<file path="config.mk">
export PLATFORM = sky130hd
export DESIGN_NAME = axi_sram_rd_slave
export DESIGN_NICKNAME = d
export VERILOG_FILES = /design/src/rtl/axi_sram_pkg.sv /design/src/rtl/axi_sram_rd_fifo.sv /design/src/rtl/axi_sram_rd_slave.sv
export SDC_FILE = /design/constraint.sdc
export NUM_CORES = 1
export LEC_CHECK = 0
export CORE_ASPECT_RATIO = 1.2
export CORE_MARGIN = 3
export CORE_UTILIZATION = 46
export CTS_BUF_LIST = sky130_fd_sc_hd__clkbuf_8
export DETAILED_ROUTE_END_ITERATION = 8
export HOLD_SLACK_MARGIN = 0.08
export PLACE_DENSITY = 0.89
export SLEW_MARGIN = 20
export SYNTH_ARGS = -nofsm -noshare
export SYNTH_HDL_FRONTEND = slang
export SYNTH_SLANG_ARGS = --single-unit
</file>
<file path="constraint.sdc">
create_clock -name clk -period 4.3 [get_ports clk]
set_clock_uncertainty 0.2 [all_clocks]
set_input_delay 0.86 -clock clk [delete_from_list [all_inputs] [get_ports clk]]
set_output_delay 0.86 -clock clk [all_outputs]
set_load 0.03 [all_outputs]
</file>
<file path="src/rtl/axi_sram_pkg.sv">
// axi_sram_pkg: shared codes, FSM encoding, default widths and R-beat
// record for the AXI3 SRAM read slave.
package axi_sram_pkg;

  localparam int ID_W_DEF    = 4;
  localparam int ADDR_W_DEF  = 32;
  localparam int DATA_W_DEF  = 32;
  localparam int SRAM_AW_DEF = 14;

  localparam logic [1:0] RESP_OKAY   = 2'b00;
  localparam logic [1:0] RESP_SLVERR = 2'b10;
  localparam logic [1:0] RESP_DECERR = 2'b11;

  typedef enum logic [1:0] {
    BURST_FIXED = 2'b00,
    BURST_INCR  = 2'b01,
    BURST_WRAP  = 2'b10,
    BURST_RSVD  = 2'b11
  } burst_e;

  typedef enum logic {
    ST_IDLE  = 1'b0,
    ST_BURST = 1'b1
  } state_e;

  // One R beat as it travels through the skid FIFO.
  typedef struct packed {
    logic [DATA_W_DEF-1:0] data;
    logic [1:0]            resp;
    logic                  last;
  } rbeat_t;

  // WRAP is only meaningful for power-of-two beat counts.
  function automatic logic wrap_len_ok(input logic [3:0] len);
    return (len == 4'd1) || (len == 4'd3) || (len == 4'd7) || (len == 4'd15);
  endfunction

endpackage

</file>
<file path="src/rtl/axi_sram_rd_fifo.sv">
// axi_sram_rd_fifo: 2-entry FIFO carrying {rdata, rresp, rlast} between
// the SRAM return path and the R channel.
module axi_sram_rd_fifo
  import axi_sram_pkg::*;
(
  input  logic       clk,
  input  logic       resetn,
  input  logic       push_i,
  input  rbeat_t     din_i,
  input  logic       pop_i,
  output rbeat_t     dout_o,
  output logic [1:0] count_o,
  output logic       empty_o
);

  rbeat_t     mem_q [2];
  logic       wr_ptr_q;
  logic       rd_ptr_q;
  logic [1:0] cnt_q;

  // Storage, pointers and occupancy; push and pop may coincide.
  always_ff @(posedge clk) begin
    if (!resetn) begin
      mem_q[0] <= '0;
      mem_q[1] <= '0;
      wr_ptr_q <= 1'b0;
      rd_ptr_q <= 1'b0;
      cnt_q    <= 2'd0;
    end else begin
      if (push_i) begin
        mem_q[wr_ptr_q] <= din_i;
        wr_ptr_q        <= ~wr_ptr_q;
      end
      if (pop_i) rd_ptr_q <= ~rd_ptr_q;
      case ({push_i, pop_i})
        2'b10:   cnt_q <= cnt_q + 2'd1;
        2'b01:   cnt_q <= cnt_q - 2'd1;
        default: cnt_q <= cnt_q;
      endcase
    end
  end

  // Overflow is impossible by construction of the issue rule upstream.
  always_ff @(posedge clk) begin
    if (resetn) assert (!(push_i && !pop_i && (cnt_q == 2'd2)));
  end

  assign dout_o  = mem_q[rd_ptr_q];
  assign count_o = cnt_q;
  assign empty_o = (cnt_q == 2'd0);

endmodule

</file>
<file path="src/rtl/axi_sram_rd_slave.sv">
// axi_sram_rd_slave: AXI3 read-channel slave serving FIXED/INCR/WRAP bursts
// from a 1-cycle-latency synchronous SRAM. The returning SRAM word bypasses
// the skid FIFO when it is empty, so beats stream back-to-back with rready=1.
// Optional macro AXI_SRAM_RANGE_CHECK_EN: out-of-range bursts return DECERR.
module axi_sram_rd_slave
  import axi_sram_pkg::*;
#(
  parameter int ID_W    = ID_W_DEF,
  parameter int ADDR_W  = ADDR_W_DEF,
  parameter int DATA_W  = DATA_W_DEF,
  parameter int SRAM_AW = SRAM_AW_DEF
) (
  input  logic               clk,
  input  logic               resetn,
  input  logic [ID_W-1:0]    arid,
  input  logic [ADDR_W-1:0]  araddr,
  input  logic [3:0]         arlen,
  input  logic [1:0]         arburst,
  input  logic               arvalid,
  output logic               arready,
  output logic [ID_W-1:0]    rid,
  output logic [DATA_W-1:0]  rdata,
  output logic [1:0]         rresp,
  output logic               rlast,
  output logic               rvalid,
  input  logic               rready,
  output logic               sram_en,
  output logic [SRAM_AW-1:0] sram_addr,
  input  logic [DATA_W-1:0]  sram_rdata
);

  state_e             state_q, state_d;
  logic [ID_W-1:0]    id_q;
  logic [3:0]         len_q;
  burst_e             mode_q, mode_d;
  logic [1:0]         resp_q;
  logic               decerr_q;
  logic [SRAM_AW-1:0] addr_q, addr_nxt, wmask;
  logic [4:0]         issue_cnt_q;
  logic               inflight_q, inflight_last_q;
  logic               rst_done_q;

  logic               ar_hs, pop, issue, range_err;
  logic [2:0]         occ;
  rbeat_t             byp, fifo_dout, head;
  logic [1:0]         fifo_cnt;
  logic               fifo_empty, fifo_push, fifo_pop;
  logic               unused_addr_bits;

`ifdef AXI_SRAM_RANGE_CHECK_EN
  assign range_err        = |araddr[ADDR_W-1:SRAM_AW+2];
  assign unused_addr_bits = ^araddr[1:0];
`else
  // Upper address bits alias onto the SRAM.
  assign range_err        = 1'b0;
  assign unused_addr_bits = ^{araddr[ADDR_W-1:SRAM_AW+2], araddr[1:0]};
`endif

  // FSM next state and AR acceptance; arready stays low until one clean edge out of reset.
  always_comb begin
    state_d = state_q;
    arready = 1'b0;
    case (state_q)
      ST_IDLE: begin
        arready = rst_done_q;
        if (arvalid && rst_done_q) state_d = ST_BURST;
      end
      ST_BURST: begin
        if (rvalid && rready && rlast) state_d = ST_IDLE;
      end
      default: state_d = ST_IDLE;
    endcase
  end

  assign ar_hs = arvalid && arready;

  // Normalise the burst type: reserved and non-power-of-two WRAP run as INCR.
  always_comb begin
    mode_d = BURST_INCR;
    if (arburst == BURST_FIXED) mode_d = BURST_FIXED;
    else if ((arburst == BURST_WRAP) && wrap_len_ok(arlen)) mode_d = BURST_WRAP;
  end

  // Next word address for the burst in progress.
  always_comb begin
    wmask = {{(SRAM_AW-4){1'b0}}, len_q};
    case (mode_q)
      BURST_FIXED: addr_nxt = addr_q;
      BURST_WRAP:  addr_nxt = (addr_q & ~wmask) | ((addr_q + 1'b1) & wmask);
      default:     addr_nxt = addr_q + 1'b1;
    endcase
  end

  // R head: FIFO entry if any, otherwise the word arriving from the SRAM now.
  always_comb begin
    byp.data = decerr_q ? '0 : sram_rdata;
    byp.resp = resp_q;
    byp.last = inflight_last_q;
    head     = '0;
    if (!fifo_empty)     head = fifo_dout;
    else if (inflight_q) head = byp;
  end

  assign rvalid = !fifo_empty || inflight_q;
  assign rdata  = head.data;
  assign rresp  = head.resp;
  assign rlast  = head.last;
  assign rid    = id_q;
  assign pop    = rvalid && rready;

  // A bypassed beat that is taken this cycle never enters the FIFO.
  assign fifo_push = inflight_q && !(pop && fifo_empty);
  assign fifo_pop  = pop && !fifo_empty;

  // Issue only while the FIFO can absorb everything already requested.
  assign occ       = {1'b0, fifo_cnt} + {2'b0, inflight_q} - {2'b0, pop};
  assign issue     = (state_q == ST_BURST) && (issue_cnt_q <= {1'b0, len_q}) && (occ < 3'd2);
  assign sram_en   = issue && !decerr_q;
  assign sram_addr = addr_q;

  // Burst context, address walk, in-flight tracking and FSM state.
  always_ff @(posedge clk) begin
    if (!resetn) begin
      state_q         <= ST_IDLE;
      id_q            <= '0;
      len_q           <= 4'd0;
      mode_q          <= BURST_INCR;
      resp_q          <= RESP_OKAY;
      decerr_q        <= 1'b0;
      addr_q          <= '0;
      issue_cnt_q     <= 5'd0;
      inflight_q      <= 1'b0;
      inflight_last_q <= 1'b0;
      rst_done_q      <= 1'b0;
    end else begin
      state_q         <= state_d;
      rst_done_q      <= 1'b1;
      inflight_q      <= issue;
      inflight_last_q <= issue && (issue_cnt_q[3:0] == len_q);
      if (ar_hs) begin
        id_q        <= arid;
        len_q       <= arlen;
        mode_q      <= mode_d;
        decerr_q    <= range_err;
        resp_q      <= range_err ? RESP_DECERR :
                       (arburst == BURST_RSVD) ? RESP_SLVERR : RESP_OKAY;
        addr_q      <= araddr[SRAM_AW+1:2];
        issue_cnt_q <= 5'd0;
      end else if (issue) begin
        addr_q      <= addr_nxt;
        issue_cnt_q <= issue_cnt_q + 5'd1;
      end
    end
  end

  axi_sram_rd_fifo u_fifo (
    .clk     (clk),
    .resetn  (resetn),
    .push_i  (fifo_push),
    .din_i   (byp),
    .pop_i   (fifo_pop),
    .dout_o  (fifo_dout),
    .count_o (fifo_cnt),
    .empty_o (fifo_empty)
  );

endmodule

</file>
==> run metrics, run 1 <==
library cell used as clock root buffer clkbuf_8; CTS Buffer Depth 2; dominant cells by area after synthesis edfxtp_1 38%, dfxtp_1 15%, and2_1 8.5%, mux2i_1 6.8%, o21ai_0 5.1%; number of buffers inserted during clock tree synthesis 9; global-route wire length before repair ~22 mm; Leak Pwr between 2 and 2.5 nW; Post-DP HPWL slightly above 9 mm; vias in the first global route roughly 4300; setup TNS 0 ps; gate count of the mapped netlist ~520; slew at the pin closest to its max-slew limit 925 ps; area share of the leading cell type in the synthesized netlist about two fifths; top-level port count between 100 and 150; post-synthesis sequential element count between 100 and 150; drc violations 0; portion of the clock cycle consumed by the worst path in the final layout 96.8%; Area after DPL roughly 6600 um2; Post-CTS Setup Bufs 0; maximum number of pins on one net before global-route repair 37; Worst Path Buf+Inv 2; number of distinct standard cells referenced by the synthesized netlist 50; H-tree depth reported by CTS 3; Port Buffers between 100 and 150; post-synthesis net count between 600 and 700; RSZ-0062 raised after global routing no; Synth-to-Final Area Change 27.9%; multi-input combinational cell area around 2300 um2; category of the most critical setup path in -> out; end-of-flow core utilization slightly above 60%; TritonCTS clock tree built; fraction of final layout cells sized beyond drive strength 1 under 10%; yosys synthesis warning count 0; sinks on the clock net 107; post-synthesis instance area around 5300 um2; post-synthesis area per instance ~10 um2; count of TritonRoute iterations in the first routing pass 5; floorplan core area about 11000 um2; dominant delay contributor by cell family on the critical path adder cells; EDFF count, synth 68; final worst hold slack ~260 ps; number of standard-cell rows in the floorplan 42; GRT Total Usage 20.6%; vertical die dimension approximately 120 um; NumNets Final between 700 and 800; effective utilization at floorplan between 40% and 50%; type of the worst min-delay path reg -> reg; Setup crit end kind primary output; final RePlAce weighted congestion 0.931; final slew viol count 0; wire length after detailed routing 13.1 mm; cells resized by post-CTS repair 0; final design instance area without fill slightly below 7000 um2; clk_lat worst skew roughly 370 ps; CP Data Required Time between 3000 and 4000 ps; most common flop cell mapped by yosys edfxtp_1; maximum clock rate 0.240 GHz; post-DR wirelength/cell between 15 and 20 um; initial detailed-routing violation count ~280; Congestion Overflow GR 0; cell accounting for the most synthesized area edfxtp_1; sequential-to-total area share from yosys stat a little over half; Final Hold Vio Count 0; clock slew at reported path FFs 90 ps; delay contributed by the slowest stage of the critical path about 500 ps; Max VDD drop between 100 and 150 uV; horizontal die dimension roughly 100 um; cell with the biggest individual delay on the critical path fa_1; sort of element at the start of the critical path input port; pwr/cell area between 300 and 400 nW/um2; result of the run complete, no violations; list of cells traversed by the critical path clkdlybuf4s50_1 > and2_1 > ha_1 > nand2b_1 > fa_1 > and3b_1 > nand2_1 > a21oi_2 > buf_4; clock period minus final worst setup slack 4160 ps; filler cell count approximately 930; hold_buf cts 0; count of endpoints failing setup in the final report 0; Via-to-Cell Ratio between 5 and 6; number of nets with antenna violations after routing 0; Max Cap Violations 0; total number of vias approximately 4400; Critical Path Fanout Max 4; number of antenna violations at the first check in global routing 0; n_diodes 0; sequential cell area between 2000 and 3000 um2; Max transition margin a little under two fifths; die area about 13000 um2; CP arrival ~3100 ps; async set or reset register ratio after synthesis 0%
[placed cells by master, fill, tap and decap left out, types with 2 or more instances in the layout]
cell,netlist,routed
and3b_1,2,2
a41oi_1,2,2
nand2_1,41,41
or3_1,3,3
mux2i_1,36,36
a21oi_2,1,2
xnor2_1,5,5
and2_1,72,72
clkinv_1,1,3
xor2_1,2,2
a31oi_1,2,2
dfxtp_1,39,38
clkinv_2,0,2
clkdlybuf4s50_1,0,113
inv_1,13,13
o21a_1,4,4
ha_1,8,8
nor2b_1,3,3
and4_1,2,2
a211oi_1,2,2
a21oi_1,29,28
or2_2,2,2
o31ai_1,2,2
nand3_1,43,43
clkbuf_8,0,9
nand4b_1,2,2
and3_1,2,2
o21ai_0,54,53
o311ai_0,3,3
nor3_1,7,7
a311oi_1,6,6
nor2_1,11,11
nand4_1,5,5
buf_4,3,15
edfxtp_1,68,68
[cells by family (layout without fill, tap and decap cells)]
logic type,count (synthesis),after routing,share of synthesized area (%)
xor gates and xnor gates,7,7,1.15
and+or+nand+nor,202,202,20.6
other,1,1,0.0705
DFF,107,107,53.0
adders and majority gates,9,9,2.26
buffers and inverters,47,157,3.64
muxes,37,37,6.98
AOI/OAI and AO/OA,111,111,12.3
[stage by stage]
stage                     power, mW  std cells  setup slack, ps
final                          2.18        785              138
after global routing           2.27        785             28.5
after CTS                      2.19        785             77.8
after detailed placement       1.67        770             94.2
after global placement         1.65        770              153
after floorplan                1.46        521             64.2
[tightest hold or removal path: stages (launching register included)]
cell and delay, ps:
dfxtp_1 320, nand2_1 50, a21oi_1 50
[registers in the layout, summed over array words and instances (netlist names), named ones only]
register	cells
u_fifo.mem_q	68
sram_addr	11
issue_cnt_q	5
len_q	4
rid	4
mode_q	2
u_fifo.count_o	2
inflight_last_q	1
inflight_q	1
resp_q	1
rst_done_q	1
state_q	1
u_fifo.rd_ptr_q	1
u_fifo.wr_ptr_q	1
[cell type report]
class,count,area share [%]
repair buffers,128,18.3
clock inverters,6,0.496
multi-input cells,367,34.3
well taps,154,2.83
inverters,14,0.772
flip-flops and latches,107,41.5
clock buffers,9,1.82
[cell usage after synthesis, drive strengths merged, types with 3 or more instances]
cell type,n
ha,8
edfxtp,68
nor2b,3
nor3,8
clkbuf,20
nand2,41
o311ai,3
a21oi,30
o21ai,55
buf,13
or3,3
nor2,12
dfxtp,39
a311oi,6
nand3,43
nand4,5
xnor2,5
inv,13
mux2i,36
and2,73
o21a,4
[where the power goes]
| group | total (mW) | leakage (nW) | internal [mW] | switching, mW |
|---|---|---|---|---|
| Combinational | 0.477 | 1.24 | 0.202 | 0.275 |
| Clock | 0.532 | 0.0799 | 0.203 | 0.329 |
| Sequential | 1.17 | 1.02 | 1.14 | 0.0330 |
| Total | 2.18 | 2.34 | 1.54 | 0.638 |
[metal layers]
metal	share of wire [%]	track usage, %	vias up
met3	6.9	3.16	26
met4	1.9	7.07	0
met5	0	0	-
li1	-	-	2084
met2	51	37.7	199
met1	41	25.1	2048
[final timing paths]
check / from / end / slack, ps / cells after the start
setup / recovery: rready / sram_en / 140 / 9
hold / removal: len_q[1]$_SDFFE_PN0P_ / len_q[1]$_SDFFE_PN0P_ / 260 / 2
setup reg to reg: u_fifo.count_o[1]$_SDFFE_PN0P_ / sram_addr[0]$_SDFFE_PN0P_ / 920 / 10
hold reg to reg: len_q[1]$_SDFFE_PN0P_ / len_q[1]$_SDFFE_PN0P_ / 260 / 2
Power figures use the tool's default switching activity.
==> inputs of run 2 (changes only) <==
CORE_UTILIZATION = 51   (was 46)
PLACE_DENSITY = 0.93   (was 0.89)
clock period = 4.7 ns   (was 4.3 ns; I/O delays follow)
==> run metrics, run 2 (synthesized netlist as in run 1, its figures left out) <==
worst hold path endpoint rid[0]$_SDFFE_PN0P_; final worst hold slack 265 ps (+0.925 ps); H-tree depth reported by CTS 3 (unchanged); Post-DP HPWL 9.03 mm (-0.47%); pwr/cell area 296 nW/um2 (-7.6%); maximum clock rate approximately 0.22 GHz; dominant delay contributor by cell family on the critical path adder cells; maximum number of pins on one net before global-route repair 53 (+43%); commonest cells after routing, fill and taps aside 113 x clkdlybuf4s50_1, 72 x and2_1, 68 x edfxtp_1, 53 x o21ai_0, 43 x nand3_1; vertical die dimension 118 um (-4.8%); CP Data Required Time 3560 ps (+320 ps); final RePlAce weighted congestion 0.884 (-5.1%); clock period minus final worst setup slack 4510 ps; type of the worst min-delay path reg -> reg; CTS Buffer Depth 2 (unchanged); Max VDD drop 146 uV (-0.27%); Setup crit end kind primary output; delay contributed by the slowest stage of the critical path 490 ps (about the same); GRT Total Usage 22.7% (+2.1 points); slew at the pin closest to its max-slew limit 1020 ps (+91.0 ps); category of the most critical setup path in -> out; Worst Path Buf+Inv 2 (unchanged); Synth-to-Final Area Change 27.6%; effective utilization at floorplan 52.6% (+4.9 points); leading cell type in the layout, fill and taps excluded clkdlybuf4s50_1; cell with the biggest individual delay on the critical path fa_1; post-DR wirelength/cell 17.5 um (+5.4%); library cell used as clock root buffer clkbuf_8; Biggest register u_fifo.mem_q; NumNets Final 712 (-0.28%); number of nets with antenna violations after routing 0 (unchanged); number of cells on the worst hold path 2 (unchanged); top-level port count 134 (unchanged); clk_lat worst skew 360 ps (about the same); vias in the first global route 4574 (+5.6%); list of cells traversed by the critical path clkdlybuf4s50_1 > and2_1 > ha_1 > nand2b_1 > fa_1 > and3b_1 > nand2_1 > a21oi_1 > buf_12; Leak Pwr 2.33 nW (-0.23%); fraction of final layout cells sized beyond drive strength 1 6.51% (-0.31 points); total number of vias 4477 (+2.8%); clock slew at reported path FFs 90 ps (about the same); floorplan core area 10100 um2 (-9.3%); wire length after detailed routing 13.2 mm (+1.5%); Max transition margin 32.2% (-6.1 points); result of the run complete, no violations; count of cell instances traversed by the critical path 9 (unchanged); drc violations 0 (unchanged); Final Hold Vio Count 0 (unchanged); count of endpoints failing setup in the final report 0 (unchanged); Critical Path Fanout Max 4 (unchanged); initial detailed-routing violation count 208 (-25%); global-route wire length before repair 21.6 mm (+0.45%); Max Cap Violations 0 (unchanged); TritonCTS clock tree built; setup TNS 0 ps (unchanged); max FFs per register 68 (unchanged); count of cells along the worst register-to-register path 11 (+1); sinks on the clock net 107 (unchanged); hold_buf cts 0 (unchanged); start point of the worst min-delay path rid[0]$_SDFFE_PN0P_; RR Startpoint u_fifo.count_o[1]$_SDFFE_PN0P_; final slew viol count 0 (unchanged); sort of element at the start of the critical path input port; Port Buffers 114 (unchanged); count of TritonRoute iterations in the first routing pass 4 (-1); n_diodes 0 (unchanged); portion of the clock cycle consumed by the worst path in the final layout a little over nine tenths; Via-to-Cell Ratio 5.92 (+6.7%); RSZ-0062 raised after global routing no; horizontal die dimension 99.3 um (-4.7%); CP arrival 3370 ps (+270 ps); Post-CTS Setup Bufs 0 (unchanged); die area 11700 um2 (-9.3%); timing startpoint of the critical path rready; cells resized by post-CTS repair 0 (unchanged); Congestion Overflow GR 0 (unchanged); number of standard-cell rows in the floorplan 40 (-4.8%); number of antenna violations at the first check in global routing 0 (unchanged); r2r setup slk 1170 ps (+250 ps); number of buffers inserted during clock tree synthesis 9 (unchanged)
run 2: cell types whose count changed in the layout (fill, tap and decap cells not counted), sizes merged:
cell and delta:
buf -2, clkinv -3, inv +1, clkinvlp +3
run 2: stage by stage:
stage	utilization, %	worst slack (ps)	cells	area, um2	power, mW
after floorplan	-	384	521	5320	1.34
after global routing	67.2	140	756	6790	2.09
final	67.2	191	756	6790	2.01
after global placement	65.3	305	739	6600	1.51
after CTS	66.9	221	755	6770	2.01
after detailed placement	65.3	231	739	6600	1.53
run 2: worst max path at each step:
stage                                        to  slack, ps
6_report                                sram_en        190
2_1_floorplan  u_fifo.mem_q[0][0]$_SDFFCE_PN0P_        380
5_1_grt                                 sram_en        140
4_1_cts                                 sram_en        220
3_3_place_gp                            sram_en        310
3_5_place_dp                            sram_en        230
run 2: layout make-up:
cell class | instances | area [um2]
Timing Repair Buffer | 126 | 1260
Clock inverter | 7 | 43.8
Tap cell | 126 | 158
Inverter | 14 | 52.6
Fill cell | 724 | 3320
Sequential cell | 107 | 2820
Clock buffer | 9 | 124
Multi-Input combinational cell | 367 | 2330
run 2: worst register-to-register path: cells and delay by family (launching register included):
| kind | cells | cell delay [ps] |
|---|---|---|
| AOI/OAI and AO/OA | 3 | 760 |
| adders and majority gates | 2 | 740 |
| buffers and inverters | 1 | 270 |
| DFF | 1 | 410 |
| and+or+nand+nor | 5 | 1060 |
run 2: report_power, final:
part / internal (mW) / leakage, nW / switching (mW) / total [mW]
clock network: 0.190 / 0.0729 / 0.308 / 0.497
logic: 0.188 / 1.24 / 0.249 / 0.436
registers: 1.04 / 1.02 / 0.0369 / 1.08
total: 1.42 / 2.33 / 0.593 / 2.01
run 2: routing by layer:
metal	global-route usage, %	vias up	part of all wire, %
li1	-	2078	-
met1	26.7	2167	40
met2	40.1	191	51
met3	3.38	41	6.0
met4	10.5	0	3.0
met5	0	-	0
==> RTL edit, RTL diff (flow settings as in run 1) <==
The option `AXI_SRAM_RANGE_CHECK_EN` is turned on by a define.
--- a/src/rtl/axi_sram_rd_slave.sv
+++ b/src/rtl/axi_sram_rd_slave.sv
@@ -2,6 +2,8 @@
 // from a 1-cycle-latency synchronous SRAM. The returning SRAM word bypasses
 // the skid FIFO when it is empty, so beats stream back-to-back with rready=1.
 // Optional macro AXI_SRAM_RANGE_CHECK_EN: out-of-range bursts return DECERR.
+`define AXI_SRAM_RANGE_CHECK_EN
+
 module axi_sram_rd_slave
   import axi_sram_pkg::*;
 #(
Function: changed (Yosys sat finds a counterexample within 4 cycles, from zero or initial values and one cycle with resetn low).
==> RTL edit against run 1 <==
Maximum frequency shrank 0.97%. Worst setup slack worse by 0.041 ns. Power grew 9.2%. Non-clock buffer count increased by 19. Sequential cell count grew 3. Area after synthesis rose by 8.8%. Cell area rose by 9.6%. Wire length is 9.6% higher. Critical path type unchanged. Largest power group unchanged.
==> RTL edit: results (changes against run 1) <==
synth:
  synth_edf_count: 70  # was 68
  syn_nets: 663  # was 608
  postSynthCellCount: 576  # was 521
  synth.area.mux_share_pct: 6.39  # was 6.98%
  synth_cell_type_count: 55  # was 50
  yosys-top-cells-count: "72 x nand2_1, 70 x edfxtp_1, 55 x nor2_1"  # was 72 x and2_1, 68 x edfxtp_1, 54 x o21ai_0
  ys_seq_area_share_pct: 50.1  # was 53.0%
  synth_compound_area_share_pct: 11.7  # was 12.3%
placement:
  numPortBuffers: 131  # was 114
  gp_congestion: 0.827  # was 0.931
  post-place-ws_ns: 0.0136  # was 0.0942 ns
  dp.final_hpwl_um: 9820  # was 9070 um
  placed_cell_area_sq_um: 7250  # was 6640 sq um
  dp_cells: 843  # was 770
final_layout:
  filler_cell_count: 1017  # was 931
  nonClockInverterCount: 16  # was 14
  largest_reg_flops: 70  # was 68
  bufAreaShareNonClock_pct: 19.3  # was 18.3%
  fin_nets: 780  # was 714
  clkCellAreaFrac_pct: 2.70  # was 2.32%
  multi_input_area_share_pct: 35.5  # was 34.3%
  num-nonclk-buffers: 147  # was 128
grt:
  grt_pass1_vias: 4955  # was 4331
  grt_max_degree: 73  # was 37
  use_met3_pct: 4.37  # was 3.16%
setup_path:
  r2r-end: "sram_addr[9]"  # was sram_addr[0]
  crit_family: "simple AND/OR/NAND/NOR gates"  # was adder cells
route:
  viasPerCell: 5.64  # was 5.55
  dr_total_vias: 4844  # was 4357
  wl_per_cell_um: 16.7  # was 16.6 um
  drt_first_iter_violations: 354  # was 279
timing:
  worst_pin_slew_ns: 0.879  # was 0.925 ns
  timing.final.crit_period_ns: 4.20  # was 4.16 ns
  whs_ns: 0.269  # was 0.264 ns
cts:
  numClockSinks: 110  # was 107
power_and_ir_drop:
  power_leakage_nw: 2.52  # was 2.34 nW
  power_mw: 2.38  # was 2.18 mW
  seq_power_share_pct: 50.5  # was 53.7%
  powerDensity_nw_per_um2: 319  # was 320 nW/um^2
die:
  core_sq_um: 12200  # was 11100 sq um
outcome:
  status: "complete, no violations"  # unchanged
[RTL edit: cell types whose count changed after synthesis, sizes merged, moves of 5 or more]
cell	before	now
nor2	12	86
and2	73	7
nand2	41	72
nand4	5	36
nand3	43	16
a21oi	30	23
buf	13	19
a211oi	2	7
nor4	0	5
o21ai	55	50
o221a	0	5
[RTL edit: per-layer routing]
layer | up-vias | wire (um)
li1 | 2314 | -
met1 | 2314 | 5860
met5 | - | 0
met3 | 23 | 900
met2 | 193 | 7310
met4 | 0 | 234
[RTL edit: worst max path at each step]
stage                    endpoint    from  cells after the start
6_report                  sram_en  rready                     10
5_1_grt                   sram_en  rready                     10
4_1_cts                   sram_en  rready                     10
3_5_place_dp              sram_en  rready                     10
3_3_place_gp              sram_en  rready                     10
2_1_floorplan  u_fifo.mem_q[0][0]  rready                      4
